`src/rtl/video_timing_gen_pkg.sv`:
```
// Shared timing constants for video_timing_gen: the default 640x480@60 mode plus the
// 800x600 and 1024x768 mode tables that instantiating modules pass in as parameters.
package video_timing_gen_pkg;

  typedef struct packed {
    int unsigned visible;
    int unsigned front;
    int unsigned sync;
    int unsigned back;
  } axis_timing_t;

  typedef struct packed {
    axis_timing_t h;
    axis_timing_t v;
    bit           hsync_pol;
    bit           vsync_pol;
  } video_mode_t;

  localparam video_mode_t MODE_640X480_60 = '{
    h: '{visible: 640, front: 16, sync: 96, back: 48},
    v: '{visible: 480, front: 10, sync: 2, back: 33},
    hsync_pol: 1'b0, vsync_pol: 1'b0
  };

  localparam video_mode_t MODE_800X600_60 = '{
    h: '{visible: 800, front: 40, sync: 128, back: 88},
    v: '{visible: 600, front: 1, sync: 4, back: 23},
    hsync_pol: 1'b1, vsync_pol: 1'b1
  };

  localparam video_mode_t MODE_1024X768_60 = '{
    h: '{visible: 1024, front: 24, sync: 136, back: 160},
    v: '{visible: 768, front: 3, sync: 6, back: 29},
    hsync_pol: 1'b0, vsync_pol: 1'b0
  };

  function automatic int unsigned axis_total(axis_timing_t t);
    return t.visible + t.front + t.sync + t.back;
  endfunction

endpackage

```
`src/rtl/vtg_axis_counter.sv`:
```
// One raster axis: wrapping position counter with registered sync and visible-region
// decodes that always describe the count currently held.
module vtg_axis_counter
  import video_timing_gen_pkg::*;
#(
  parameter int unsigned CNT_W   = 12,
  parameter int unsigned VISIBLE = 640,
  parameter int unsigned FRONT   = 16,
  parameter int unsigned SYNC    = 96,
  parameter int unsigned BACK    = 48,
  parameter bit          POL     = 1'b0
) (
  input  logic             clk,
  input  logic             rst,
  input  logic             step,
  output logic [CNT_W-1:0] count,
  output logic             wrap,
  output logic             sync,
  output logic             vis
);

  localparam int unsigned TOTAL = axis_total('{VISIBLE, FRONT, SYNC, BACK});

  if (VISIBLE == 0 || SYNC == 0) begin : g_bad_axis
    $error("vtg_axis_counter: VISIBLE and SYNC must both be non-zero");
  end
  if (((TOTAL - 1) >> CNT_W) != 0) begin : g_bad_width
    $error("vtg_axis_counter: CNT_W=%0d cannot hold %0d", CNT_W, TOTAL - 1);
  end

  localparam logic [CNT_W-1:0] LAST       = CNT_W'(TOTAL - 1);
  localparam logic [CNT_W-1:0] VIS_LAST   = CNT_W'(VISIBLE - 1);
  localparam logic [CNT_W-1:0] SYNC_FIRST = CNT_W'(VISIBLE + FRONT);
  localparam logic [CNT_W-1:0] SYNC_LAST  = CNT_W'(VISIBLE + FRONT + SYNC - 1);

  logic [CNT_W-1:0] count_q, count_d;
  logic             sync_q, sync_d;
  logic             vis_q, vis_d;

  assign wrap = (count_q == LAST);

  // Decodes look at the next count so the flags land on the same edge as the counter.
  always_comb begin
    // NOTE: every combinational output gets a default first, so no path infers a latch.
    count_d = count_q;
    if (step) begin
      count_d = wrap ? '0 : count_q + 1'b1;
    end
    vis_d  = (count_d <= VIS_LAST);
    sync_d = ((count_d >= SYNC_FIRST) && (count_d <= SYNC_LAST)) ? POL : ~POL;
  end

  // NOTE: state uses non-blocking assignments so every flop samples pre-edge values.
  always_ff @(posedge clk or posedge rst) begin
    if (rst) begin
      count_q <= '0;
      vis_q   <= 1'b1;
      sync_q  <= ~POL;
    end else begin
      count_q <= count_d;
      vis_q   <= vis_d;
      sync_q  <= sync_d;
    end
  end

  assign count = count_q;
  assign sync  = sync_q;
  assign vis   = vis_q;

endmodule

```
`src/rtl/video_timing_gen.sv`:
```
// Parametrised raster timing generator: sync, data-enable and line/frame strobes.
// Define VTG_XY_OUT_EN to expose h_count/v_count as output ports.
module video_timing_gen
  import video_timing_gen_pkg::*;
#(
  parameter int unsigned CNT_W     = 12,
  parameter int unsigned H_VISIBLE = MODE_640X480_60.h.visible,
  parameter int unsigned H_FRONT   = MODE_640X480_60.h.front,
  parameter int unsigned H_SYNC    = MODE_640X480_60.h.sync,
  parameter int unsigned H_BACK    = MODE_640X480_60.h.back,
  parameter int unsigned V_VISIBLE = MODE_640X480_60.v.visible,
  parameter int unsigned V_FRONT   = MODE_640X480_60.v.front,
  parameter int unsigned V_SYNC    = MODE_640X480_60.v.sync,
  parameter int unsigned V_BACK    = MODE_640X480_60.v.back,
  parameter bit          HSYNC_POL = MODE_640X480_60.hsync_pol,
  parameter bit          VSYNC_POL = MODE_640X480_60.vsync_pol
) (
  input  logic             clk,
  input  logic             rst,
  input  logic             pix_en,
  output logic             hsync,
  output logic             vsync,
  output logic             de,
  output logic             line_start,
  output logic             frame_start
`ifdef VTG_XY_OUT_EN
  ,
  output logic [CNT_W-1:0] h_count,
  output logic [CNT_W-1:0] v_count
`endif
);

  logic h_wrap, v_wrap, h_vis, v_vis;
  logic line_start_q, line_start_d;
  logic frame_start_q, frame_start_d;

  vtg_axis_counter #(
    .CNT_W   (CNT_W),
    .VISIBLE (H_VISIBLE),
    .FRONT   (H_FRONT),
    .SYNC    (H_SYNC),
    .BACK    (H_BACK),
    .POL     (HSYNC_POL)
  ) u_h_axis (
    .clk   (clk),
    .rst   (rst),
    .step  (pix_en),
`ifdef VTG_XY_OUT_EN
    .count (h_count),
`else
    .count (),
`endif
    .wrap  (h_wrap),
    .sync  (hsync),
    .vis   (h_vis)
  );

  vtg_axis_counter #(
    .CNT_W   (CNT_W),
    .VISIBLE (V_VISIBLE),
    .FRONT   (V_FRONT),
    .SYNC    (V_SYNC),
    .BACK    (V_BACK),
    .POL     (VSYNC_POL)
  ) u_v_axis (
    .clk   (clk),
    .rst   (rst),
    .step  (pix_en & h_wrap),
`ifdef VTG_XY_OUT_EN
    .count (v_count),
`else
    .count (),
`endif
    .wrap  (v_wrap),
    .sync  (vsync),
    .vis   (v_vis)
  );

  // A strobe marks the edge that loads h=0, so it is driven from the pre-edge wrap.
  always_comb begin
    line_start_d  = pix_en & h_wrap;
    frame_start_d = line_start_d & v_wrap;
  end

  // NOTE: reset is asynchronous so a mid-frame reset clears outputs without waiting for clk.
  always_ff @(posedge clk or posedge rst) begin
    if (rst) begin
      line_start_q  <= 1'b0;
      frame_start_q <= 1'b0;
    end else begin
      line_start_q  <= line_start_d;
      frame_start_q <= frame_start_d;
    end
  end

  assign line_start  = line_start_q;
  assign frame_start = frame_start_q;
  assign de          = h_vis & v_vis;

endmodule

```
`config.mk`:
```
export PLATFORM = sky130hd
export DESIGN_NAME = video_timing_gen
export DESIGN_NICKNAME = d
export VERILOG_FILES = /design/src/rtl/video_timing_gen_pkg.sv /design/src/rtl/vtg_axis_counter.sv /design/src/rtl/video_timing_gen.sv
export SDC_FILE = /design/constraint.sdc
export NUM_CORES = 1
export LEC_CHECK = 0
export BUFFER_PORTS_ARGS = -buffer_cell sky130_fd_sc_hd__clkbuf_2
export CAP_MARGIN = 15
export CORE_UTILIZATION = 54
export CTS_CLUSTER_DIAMETER = 80
export DETAILED_ROUTE_END_ITERATION = 6
export GPL_TIMING_DRIVEN = 0
export PLACE_DENSITY = 0.75
export SYNTH_ARGS = -nofsm -noshare
export SYNTH_HDL_FRONTEND = slang
export SYNTH_SLANG_ARGS = --single-unit
```
`constraint.sdc`:
```
create_clock -name clk -period 2.55 [get_ports clk]
set_clock_uncertainty 0.2 [all_clocks]
set_input_delay 0 -clock clk [delete_from_list [all_inputs] [get_ports clk]]
set_output_delay 0 -clock clk [all_outputs]
set_load 0.02 [all_outputs]
```
==> After elaboration in Yosys (flattened, before gate mapping) <==
Cells that the tools add are included.
{ "word_totals": {"reg_bits": 30, "input_bits": 3, "output_inout_bits": 5} }
{ "classes": {"add_sub_neg": 2, "order_cmp": 6, "eq_ne": 2, "muxes": 6, "n_bitwise": 3, "reduce_logical": 2} }
{ "ops": {"columns": ["op", "count"], "rows": [
  ["12-bit 2-to-1 mux", 4],
  ["12-bit by 1-bit adder with 12-bit output, second input constant", 2],
  ["12-bit by 10-bit == test with 1-bit output, second input constant", 2],
  ["12-bit by 10-bit <= comparator with 1-bit output, second input constant", 2],
  ["12-bit by 9-bit <= comparator with 1-bit output, second input constant", 2],
  ["12-bit by 10-bit >= comparator with 1-bit output, second input constant", 1],
  ["12-bit by 9-bit >= comparator with 1-bit output, second input constant", 1],
  ["1-bit bitwise AND", 3],
  ["1-bit logical AND", 2],
  ["1-bit 2-to-1 mux", 2]
]} }

==> Logic depth before layout (Yosys ltp) <==
Gate-level depths: netlist (run 1).
{ "depth": {"depth_word": 6, "mapped_depth": 8, "depth_no_buf": 8} }

==> Hierarchy <==
A second synthesis (run 1) with hierarchy kept.
{ "hier_totals": {"cells_unflattened": 179, "area_unflattened_um2": 1716.6} }
{ "by_module_without_submodules": {"columns": ["module", "n_inst", "cells_per_inst", "area_per_inst_um2", "seq_area_each_um2"], "rows": [
  ["vtg_axis_counter (u_h_axis)", 1, 89, 828.3, 352.8],
  ["vtg_axis_counter (u_v_axis)", 1, 84, 815.8, 352.8],
  ["video_timing_gen", 1, 6, 72.6, 50.0]
]} }

==> Least setup slack after synthesis (run 1) <==
OpenSTA, ideal clock, no wires.
{ "synth_path": {"path_kind": "flip-flop to flip-flop", "startpoint": "register u_h_axis.count_q[5], in the netlist u_h_axis.count[5]", "endpoint": "register u_v_axis.sync_q, in the netlist u_v_axis.sync", "arrival_time_ns": 2.216, "path_slack_ns": 0.040, "path_stages_with_launch": 7, "cell_sequence": "dfrtp_1 -> nor4_4 -> nand4_4 -> nor3_1 -> xor2_1 -> or4bb_1 -> or4_1"} }
{ "synth_via": {"elab_chain_cells": 6, "word_cells_on_any_way": 7, "classes_between": "order compare (2); eq/ne (1); mux (2); bitwise (1); reduce/logical (1)"} }
{ "synth_lines": {"columns": ["element", "line", "source"], "rows": [
  ["from (decl)", "vtg_axis_counter.sv:36", "logic [CNT_W-1:0] count_q, count_d;"],
  ["from (signal assigned)", "vtg_axis_counter.sv:60", "count_q <= count_d;"],
  ["12-bit by 10-bit == test with 1-bit output *", "vtg_axis_counter.sv:40", "assign wrap = (count_q == LAST);"],
  ["1-bit bitwise AND *", "video_timing_gen.sv:68", ".step (pix_en & h_wrap),"],
  ["12-bit 2-to-1 mux *", "vtg_axis_counter.sv:46", "if (step) begin"],
  ["named net u_v_axis.count_d[11]", "vtg_axis_counter.sv:36", null],
  ["12-bit by 9-bit >= comparator with 1-bit output or 12-bit by 9-bit <= comparator with 1-bit output (tied branches)", "vtg_axis_counter.sv:50", "sync_d = ((count_d >= SYNC_FIRST) && (count_d <= SYNC_LAST)) ? POL : ~POL;"],
  ["1-bit logical AND *", "vtg_axis_counter.sv:50", null],
  ["1-bit 2-to-1 mux *", "vtg_axis_counter.sv:50", null],
  ["named net u_v_axis.sync_d", "vtg_axis_counter.sv:37", "logic sync_q, sync_d;"],
  ["to (signal assigned)", "vtg_axis_counter.sv:58", "sync_q <= ~POL;"],
  ["to (signal assigned)", "vtg_axis_counter.sv:62", "sync_q <= sync_d;"],
  ["to (decl)", "vtg_axis_counter.sv:37", null]
]} }
Mark *: on every way through the listed nets, which the timed path passes. The rest lies on a longest branch.

==> Worst setup path in the final report (run 1) <==
{ "layout_path": {"startpoint": "register u_v_axis.count_q[1], in the netlist u_v_axis.count[1]", "endpoint": "register u_v_axis.sync_q, in the netlist u_v_axis.sync"} }
{ "layout_via": {"elab_chain_cells": 6, "word_cells_on_any_way": 8, "classes_between": "add/sub (1); order compare (2); eq/ne (1); mux (3); reduce/logical (1)"} }
{ "layout_lines": {"columns": ["element", "line", "source"], "rows": [
  ["from (decl)", "vtg_axis_counter.sv:36", null],
  ["from (signal assigned)", "vtg_axis_counter.sv:60", null],
  ["12-bit by 1-bit adder with 12-bit output or 12-bit by 10-bit == test with 1-bit output (tied branches)", "vtg_axis_counter.sv:47, vtg_axis_counter.sv:40", null],
  ["12-bit 2-to-1 mux", "vtg_axis_counter.sv:47", "count_d = wrap ? '0 : count_q + 1'b1;"],
  ["12-bit 2-to-1 mux *", "vtg_axis_counter.sv:46", null],
  ["12-bit by 9-bit >= comparator with 1-bit output or 12-bit by 9-bit <= comparator with 1-bit output (tied branches)", "vtg_axis_counter.sv:50", null],
  ["1-bit logical AND *", "vtg_axis_counter.sv:50", null],
  ["1-bit 2-to-1 mux *", "vtg_axis_counter.sv:50", null],
  ["named net u_v_axis.sync_d", "vtg_axis_counter.sv:37", null]
]} }
Marked as above.

==> metrics.yaml, run 1 <==
numCtsBuffers: 5
via_count: 1361
timing.fmax_ghz: 0.3739
grt_pass1_vias: 1305
internal_power_mw: 0.7417
ant_nets: 0
power.density_nw_per_um2: 565.9
synth_largest_area_cell: "dfrtp_1"
rsz0062_at_grt: "true"
clkTransAtPathRegs_ns: 0.10
yosysMostFrequentCell: "dfrtp_1"
place.gp.congestion: 0.8578
multi_input_area_um2: 828.3
yosys-top-cells-count: "26 x dfrtp_1, 18 x nand2_1, 15 x inv_1"
grt_max_degree: 31
hold-worst-slack_ns: 0.04169
leakage_nw: 0.8673
min_period_ns: 2.674
post-place-ws_ns: -0.2449
seq_power_share: 0.532
arrival_ns: 2.73
tightest_slew_ns: 0.5888
start_util: 0.5803
grt_overflow: 0
finalSetupTns_ns: -0.1242
critPathMaxFanout: 4
power_switching_mw: 0.3374
final-setup-viol-count: 1
maxCapViolations: 0
synth_edf_count: 0
num_io_pins: 8
cts.htree.levels: 2
hold_path.class: "primary input to asynchronous set/reset pin"
switching_share: 0.3127
endpoint_kind: "flip-flop"
start_kind: "flip-flop"
fp.dieW_um: 56.91
syn_nets: 175
cts_sinks: 30
violations: "DRC, setup timing"
fin_util: 0.6798
tritoncts: "yes"
synth_cells: 169
rows: 19
status: "finished, violations left"
nFillCells: 219
syn_area_per_cell_um2: 9.632
hpwlAfterDp_mm: 2.210
drt_first_pass_iters: 6
ctsLongestPathBuffers: 2
ys_warn_count: 0
layout_setup_ws_ns: -0.1242
n_antenna_cell: 0
layout-drive-gt1-share: 0.2308
peakVddDrop_uv: 503.6
synth-seq-cells: 30
postSynth.asyncResetShare: 1.000
ys.flop_type: "dfrtp_1"
wl_mm: 3.372
core_um2: 2805
criticalPathCategory: "flip-flop to flip-flop"
io_buffers: 6
comb_power_share: 0.185
drc: 2
yosysSeqAreaShare: 0.4643
die_h_um: 56.91
antenna_found_initial: 0
maxSlewHeadroom: 0.6071
nNetsFinal: 200
synth_top_area_frac: 0.3997
root_buffer: "clkbuf_4"
grt_usage: 0.2375
finalCritPeriodShare: 1.049
area_growth_pct: 17.14
synthTopCellsByArea: "dfrtp_1 40%, dfstp_2 6.5%, nand2_1 4.2%"
p_clk_frac: 0.283
synth_area_um2: 1628
crit_required_ns: 2.61
vias_per_cell: 6.022
drt_iter0_drc: 72
clkLatencyLatePin_ns: 0.33
hold_viol: 0
dieArea_um2: 3238
drv_slew: 0
regArea_um2: 758.2
synth.distinct_cells: 40
grt_pass1_wl_mm: 5.809
routedWlPerCell_um: 14.92
==> stage by stage <==
step           cell area, um^2  instances  power, mW
6_report                  1907        226      1.079
3_3_place_gp              1697        206     0.7569
2_1_floorplan             1628        169     0.7244
3_5_place_dp              1697        206     0.7657
4_1_cts                   1849        223      1.083
5_1_grt                   1907        226      1.148
==> power by group through the flow <==
stage	sequential, mW	combinational, mW	clock [mW]
2_1_floorplan	0.571	0.154	0
3_3_place_gp	0.578	0.179	0
3_5_place_dp	0.582	0.184	0
4_1_cts	0.574	0.195	0.314
5_1_grt	0.581	0.230	0.336
6_report	0.574	0.200	0.305
==> area by class of cell <==
cell class                 instances  share of cell area
clock inverter                     2            0.006562
multi-input combinational        122              0.4344
timing repair buffer              18             0.07612
buffer                             2            0.008530
tap                               31             0.02034
clock buffer                       6             0.02690
sequential                        30              0.3976
inverter                          15             0.02953
==> path summary, 6_finish.rpt <==
path                       cells after the start                 end  slack, ns          startpoint
max                                            9       u_v_axis.sync      -0.12   u_v_axis.count[1]
min                                            3   u_h_axis.count[8]       0.04                 rst
min reg2reg                                    1  u_v_axis.count[11]       0.30  u_v_axis.count[11]
min in group clk                               1  u_v_axis.count[11]       0.30  u_v_axis.count[11]
max reg2reg                                    9       u_v_axis.sync      -0.12   u_v_axis.count[1]
max in group asynchronous                      4       u_v_axis.sync       1.54                 rst
==> layout by cell type, fill, tap and decap left out, types with 5 or more instances in the layout <==
master    netlist  final
a21oi_1         7      7
and3_1          5      5
buf_4           0      9
clkbuf_2        0      6
clkbuf_4        0      5
dfrtp_1        26     24
inv_1          15     13
nand2_1        18     17
nand3_1         8      8
nor2_1          6      6
nor3_1         10      9
o21ai_0         8      8
xnor2_1         7      7
xor2_1          5      5
==> worst max-delay path: stages (launching register included) <==
cell and delay (ns):
dfrtp_1 0.43, inv_2 0.08, ha_1 0.17, nor3b_4 0.20, nand4_1 0.19, buf_4 0.20, nand2_2 0.09, or3_4 0.13
or4bb_1 0.42, or4_1 0.49
==> metal layers <==
layer	up-vias	GRT usage	wire (um)
li1	648	-	-
met1	676	0.2969	1500
met2	31	0.3882	1677
met3	6	0.06221	147
met4	0	0.1045	47
met5	-	0	0
==> cells by family after synthesis <==
kind of cell / share of synthesized area
AOI/OAI and AO/OA: 0.1007
muxes: 0.006149
adders and majority gates: 0.02306
xor gates and xnor gates: 0.06457
buffers and inverters: 0.04458
DFF: 0.4643
and+or+nand+nor: 0.2967
==> flip-flops by register name, indices dropped and copies added, names as in the netlist <==
register / flops
u_v_axis.vis: 1
u_v_axis.sync: 1
u_h_axis.sync: 1
line_start: 1
u_h_axis.count: 12
frame_start: 1
u_h_axis.vis: 1
u_v_axis.count: 12
==> repair_timing <==
action                                 in CTS  in global routing
resized for setup                           7                  5
endpoints found under the hold margin      30                  0
hold buffers                                2                  0
setup endpoints to repair                   1                  2
pin swaps                                   6                  2
gates cloned                                0                  0
setup buffers                               7                  2
Power figures use the tool's default switching activity.
==> run 2, diff against run 1 <==
Settings changed: MAX_ROUTING_LAYER set to met4, SLEW_MARGIN set to 20.
==> run 2 against run 1 <==
The run still ends with DRC, setup timing left. Sequential cell count unchanged. Wire length is 0.83% higher. First-iteration DRC count grew 6.9%. Die area stayed put. Worst setup slack got worse by 0.0069 ns. Sequential power about the same. Non-clock buffer count shrank 1. Highest routed layer unchanged. Clock power hardly changed. Critical path depth unchanged.
==> metrics.yaml, run 2 (synthesis gave the netlist of run 1 again) <==
grt_overflow: 0  # unchanged
tritoncts: "yes"
place_inst: 206  # unchanged
clkTransAtPathRegs_ns: 0.10  # about the same
leakage_nw: 0.8536  # -1.6%
criticalPathCategory: "flip-flop to flip-flop"
place.gp.congestion: 0.8715  # +1.6%
grt_usage: 0.2456  # +0.008051
core_um2: 2805  # unchanged
cts.htree.levels: 2  # unchanged
timing.fmax_ghz: 0.3730  # -0.26%
routedWlPerCell_um: 15.11  # +1.3%
crit_required_ns: 2.61  # about the same
status: "finished, violations left"
root_buffer: "clkbuf_4"
grt_max_degree: 31  # unchanged
finalNonFillerCells: 225  # -0.44%
tightest_slew_ns: 0.6206  # +0.03182 ns
hold_path.class: "primary input to asynchronous set/reset pin"
critPathMaxFanout: 4  # unchanged
stdcell_area_um2: 1879  # -1.4%
via_count: 1376  # +1.1%
start_kind: "flip-flop"
fp.dieW_um: 56.91  # unchanged
endpoint: "u_v_axis.sync"
nNetsFinal: 199  # -0.50%
hpwlAfterDp_mm: 2.210  # unchanged
cts_sinks: 30  # unchanged
antenna_found_initial: 0  # unchanged
ant_nets: 0  # unchanged
io_buffers: 6  # unchanged
num_io_pins: 8  # unchanged
final_cell_mix: "24 x dfrtp_1, 17 x nand2_1, 12 x inv_1, 9 x nor3_1, 9 x buf_4"
placed_area_um2: 1697  # unchanged
hold_viol: 0  # unchanged
area_growth_pct: 15.45
met1Wirelength_mm: 1.510  # +0.67%
endpoint_kind: "flip-flop"
route.met2.wl_mm: 1.665  # -0.72%
die_h_um: 56.91  # unchanged
highest_layer: "met4"
violations: "DRC, setup timing"
internal_power_mw: 0.7375  # -0.57%
drv_slew: 0  # unchanged
r2r_end: "u_v_axis.sync"
dieArea_um2: 3238  # unchanged
startpoint: "u_v_axis.count[1]"
start_util: 0.5803  # unchanged
n_antenna_cell: 0  # unchanged
r2r_slack_ns: -0.13  # about the same
layout_setup_ws_ns: -0.1311  # -0.006892 ns
drt_iter0_drc: 77  # +6.9%
peakVddDrop_uv: 500.9  # -0.54%
r2r_start: "u_v_axis.count[1]"
p_clk_frac: 0.284  # about the same
cp_cell_sequence: "inv_2 > ha_1 > nor3b_4 > nand4_1 > buf_4 > nand2_2 > or3_4 > or4bb_1 > or4_1"
power.density_nw_per_um2: 572.9  # +1.2%
final_common_cell: "dfrtp_1"
wl_mm: 3.400  # +0.83%
switching_share: 0.3150  # +0.002350
critical-path-max-stage-delay_ns: 0.49  # about the same
comb_power_share: 0.182  # -0.003
drt_first_pass_iters: 6  # unchanged
grt_pass1_vias: 1299  # -0.46%
finalCritPeriodShare: 1.051  # +0.002703
worstRegToRegCells: 9  # unchanged
maxSlewHeadroom: 0.5857  # -0.02138
grt_pass1_wl_mm: 5.823  # +0.24%
numCtsBuffers: 5  # unchanged
rsz0062_at_grt: "true"
post-place-ws_ns: -0.2449  # unchanged
rows: 19  # unchanged
vias_per_cell: 6.116  # +1.6%
maxCapViolations: 0  # unchanged
min_period_ns: 2.681  # +0.006892 ns
final-setup-viol-count: 1  # unchanged
drc: 2  # unchanged
fin_util: 0.6699  # -0.009812
arrival_ns: 2.74  # about the same
seq_power_share: 0.534  # +0.002
power_switching_mw: 0.3392  # +0.52%
ctsLongestPathBuffers: 2  # unchanged
hold-worst-slack_ns: 0.06264  # +0.02095 ns
clkLatencyLatePin_ns: 0.34  # about the same
layout-drive-gt1-share: 0.2320  # +0.001190
slowest_stage: "or4_1"
wl_met3_um: 158  # +7.5%
run 2: worst min-delay path by stage:
stage / endpoint / slack, ns / startpoint / depth (start not counted)
2_1_floorplan: frame_start / -0.11 / rst / 1
3_3_place_gp: u_v_axis.count[5] / 0.10 / rst / 2
3_5_place_dp: u_v_axis.count[8] / 0.12 / rst / 2
4_1_cts: u_h_axis.count[3] / 0.29 / pix_en / 3
5_1_grt: u_h_axis.count[9] / 0.12 / rst / 3
6_report: u_v_axis.count[7] / 0.06 / rst / 3
run 2: layout make-up:
cell class	count	area, um^2
clock inverters	2	12.51
repair buffers	17	117.6
multi-input cells	122	828.3
inverters	15	56.30
fillers	223	925.9
plain buffers	2	16.27
clock buffers	6	51.30
well taps	31	38.79
flip-flops and latches	30	758.2
run 2: power groups by stage:
stage	logic [mW]	clock network, mW	registers, mW
CTS	0.195	0.314	0.574
floorplan	0.154	0	0.571
global route	0.225	0.336	0.581
global placement	0.179	0	0.578
detailed placement	0.184	0	0.582
finish	0.196	0.306	0.575
run 2: repair_timing:
action / 4_1_cts / 5_1_grt
setup buffers: 7 / 2
endpoints found under the setup margin: 1 / 2
gates resized for setup: 7 / 5
pin swaps: 6 / 2
hold endpoints to repair: 30 / 0
hold buffers: 2 / 0
run 2: worst max-delay path: cells and delay by family (launching register included):
family / cells / cell delay (ns)
adders and majority gates: 1 / 0.18
and+or+nand+nor: 6 / 1.52
buffers and inverters: 2 / 0.28
DFF: 1 / 0.43
run 2: per-stage QoR:
step           setup TNS (ns)  total power, mW
3_3_place_gp          -0.1980           0.7569
2_1_floorplan               0           0.7244
4_1_cts              -0.07254            1.083
3_5_place_dp          -0.2449           0.7657
6_report              -0.1311            1.077
5_1_grt               -0.1898            1.143
run 2: metal layers:
| metal | up-vias | track usage |
|---|---|---|
| met5 | - | - |
| met4 | 0 | 0.1045 |
| met3 | 8 | 0.06221 |
| met2 | 43 | 0.3866 |
| met1 | 682 | 0.2999 |
| li1 | 643 | - |
==> run 3, diff against run 2 <==
Settings changed: REMOVE_ABC_BUFFERS set to 1.
==> run 3 against run 2 <==
The run ends with setup timing left. Clock-buffer cell count unchanged. Critical path depth decreased by 3. Sequential power decreased by 0.9%. Critical path type unchanged.
==> metrics.yaml, run 3 (synthesis gave the netlist of run 1 again) <==
finalSetupTns_ns: -0.02901  # +0.1021 ns
arrival_ns: 2.63  # -0.11 ns
clkLatencyLatePin_ns: 0.34  # about the same
hpwlAfterDp_mm: 2.139  # -3.2%
start_kind: "flip-flop"
grt_pass1_vias: 1326  # +2.1%
clkTransAtPathRegs_ns: 0.11  # about the same
maxCapViolations: 0  # unchanged
r2r_slack_ns: -0.03  # +0.10 ns
final_cell_mix: "25 x dfrtp_1, 18 x nand2_1, 12 x inv_1, 12 x buf_4"
numCtsBuffers: 5  # unchanged
tritoncts: "yes"
root_buffer: "clkbuf_4"
drt_iter0_drc: 68  # -12%
grt_max_degree: 31  # unchanged
criticalPathCategory: "flip-flop to flip-flop"
area_growth_pct: 16.60
place.gp.congestion: 0.8454  # -3.0%
grt_pass1_wl_mm: 5.664  # -2.7%
cts.htree.levels: 2  # unchanged
maxSlewHeadroom: 0.5946  # +0.008925
rsz0062_at_grt: "true"
layout-drive-gt1-share: 0.2398  # +0.007837
dieArea_um2: 3238  # unchanged
peakVddDrop_uv: 351.6  # -30%
final-setup-viol-count: 1  # unchanged
leakage_nw: 0.9010  # +5.6%
n_antenna_cell: 0  # unchanged
vias_per_cell: 5.824  # -4.8%
critPathMaxFanout: 8  # +4
cts_sinks: 30  # unchanged
placed_area_um2: 1685  # -0.66%
crit_required_ns: 2.60  # about the same
layout_setup_ws_ns: -0.02901  # +0.1021 ns
r2r_start: "u_h_axis.count[6]"
grt_overflow: 0  # unchanged
min_period_ns: 2.579  # -0.1021 ns
antenna_found_initial: 0  # unchanged
routedWlPerCell_um: 14.29  # -5.5%
power.density_nw_per_um2: 571.4  # -0.27%
via_count: 1322  # -3.9%
hold_viol: 0  # unchanged
r2r_end: "u_v_axis.sync"
worstRegToRegCells: 6  # -3
total_power_mw: 1.084  # +0.73%
finalCritPeriodShare: 1.011  # -0.04003
num_io_pins: 8  # unchanged
fp.dieW_um: 56.91  # unchanged
die_h_um: 56.91  # unchanged
rows: 19  # unchanged
status: "finished, violations left"
ant_nets: 0  # unchanged
wl_mm: 3.243  # -4.6%
drv_slew: 0  # unchanged
violations: "setup timing"
core_um2: 2805  # unchanged
tightest_slew_ns: 0.6072  # -0.01337 ns
final_common_cell: "dfrtp_1"
fin_util: 0.6766  # +0.006690
drc: 0  # -2
drt_first_pass_iters: 4  # -2
nNetsFinal: 201  # +1.0%
grt_usage: 0.2377  # -0.007924
stdcell_area_um2: 1898  # +1.0%
timing.fmax_ghz: 0.3877  # +4.0%
endpoint_kind: "flip-flop"
hold_path.class: "primary input to asynchronous set/reset pin"
start_util: 0.5803  # unchanged
io_buffers: 7  # +1
ctsLongestPathBuffers: 2  # unchanged
==> run 3: cell count changes in the layout (fill, tap and decap cells not counted), sizes merged <==
cell	previous run	this run
buf	11	12
clkbuf	12	13
==> run 3: how the worst max path moves through the flow <==
stage,from,to,cells after the start
6_report,u_h_axis.count[6],u_v_axis.sync,6
5_1_grt,u_v_axis.count[1],u_v_axis.sync,8
4_1_cts,u_h_axis.count[11],u_v_axis.sync,6
3_5_place_dp,u_h_axis.count[0],u_v_axis.sync,7
3_3_place_gp,u_h_axis.count[5],u_v_axis.sync,6
2_1_floorplan,u_h_axis.count[5],u_v_axis.sync,6
==> run 3: cell type report <==
| type | count | area, um^2 |
|---|---|---|
| inverter | 15 | 56.30 |
| multi-input combinational | 122 | 837.1 |
| fill | 214 | 907.1 |
| clock buffer | 6 | 51.30 |
| timing repair buffer | 21 | 145.1 |
| clock inverter | 2 | 12.51 |
| sequential | 30 | 757.0 |
| tap | 31 | 38.79 |
==> run 3: layer usage <==
layer | track usage | vias to the layer above | part of all wire
met5 | - | - | 0
met4 | 0.09756 | 0 | 0.012
met3 | 0.07143 | 5 | 0.040
met2 | 0.3765 | 25 | 0.50
met1 | 0.2821 | 638 | 0.45
li1 | - | 654 | -
==> run 3: critical path, cell delays in order (launching register included) <==
cell and delay (ns):
dfrtp_1 0.44, nor4_4 0.35, nand4_4 0.22, nor3_4 0.17
xor2_1 0.10, or4bb_1 0.53, or4_1 0.48
==> run 3: through the flow <==
step	hold slack, ns	setup slack, ns	instances
2_1_floorplan	-0.1122	-0.05817	167
3_3_place_gp	0.09541	-0.2690	205
3_5_place_dp	0.1065	-0.2962	205
4_1_cts	0.2845	-0.01469	227
5_1_grt	0.1263	-0.1100	227
6_report	0.05153	-0.02901	227
==> run 3: power by group <==
part / internal (mW) / total, mW / switching, mW
clock: 0.132 / 0.308 / 0.176
combinational: 0.0903 / 0.206 / 0.116
sequential: 0.519 / 0.570 / 0.0512
==> run 3: timing repair <==
| action | 4_1_cts | 5_1_grt |
|---|---|---|
| hold endpoints to repair | 30 | 0 |
| gates resized for setup | 7 | 6 |
| pin swaps | 9 | 2 |
| hold buffers | 2 | 0 |
| setup endpoints to repair | 2 | 1 |
| buffers inserted | 12 | 0 |
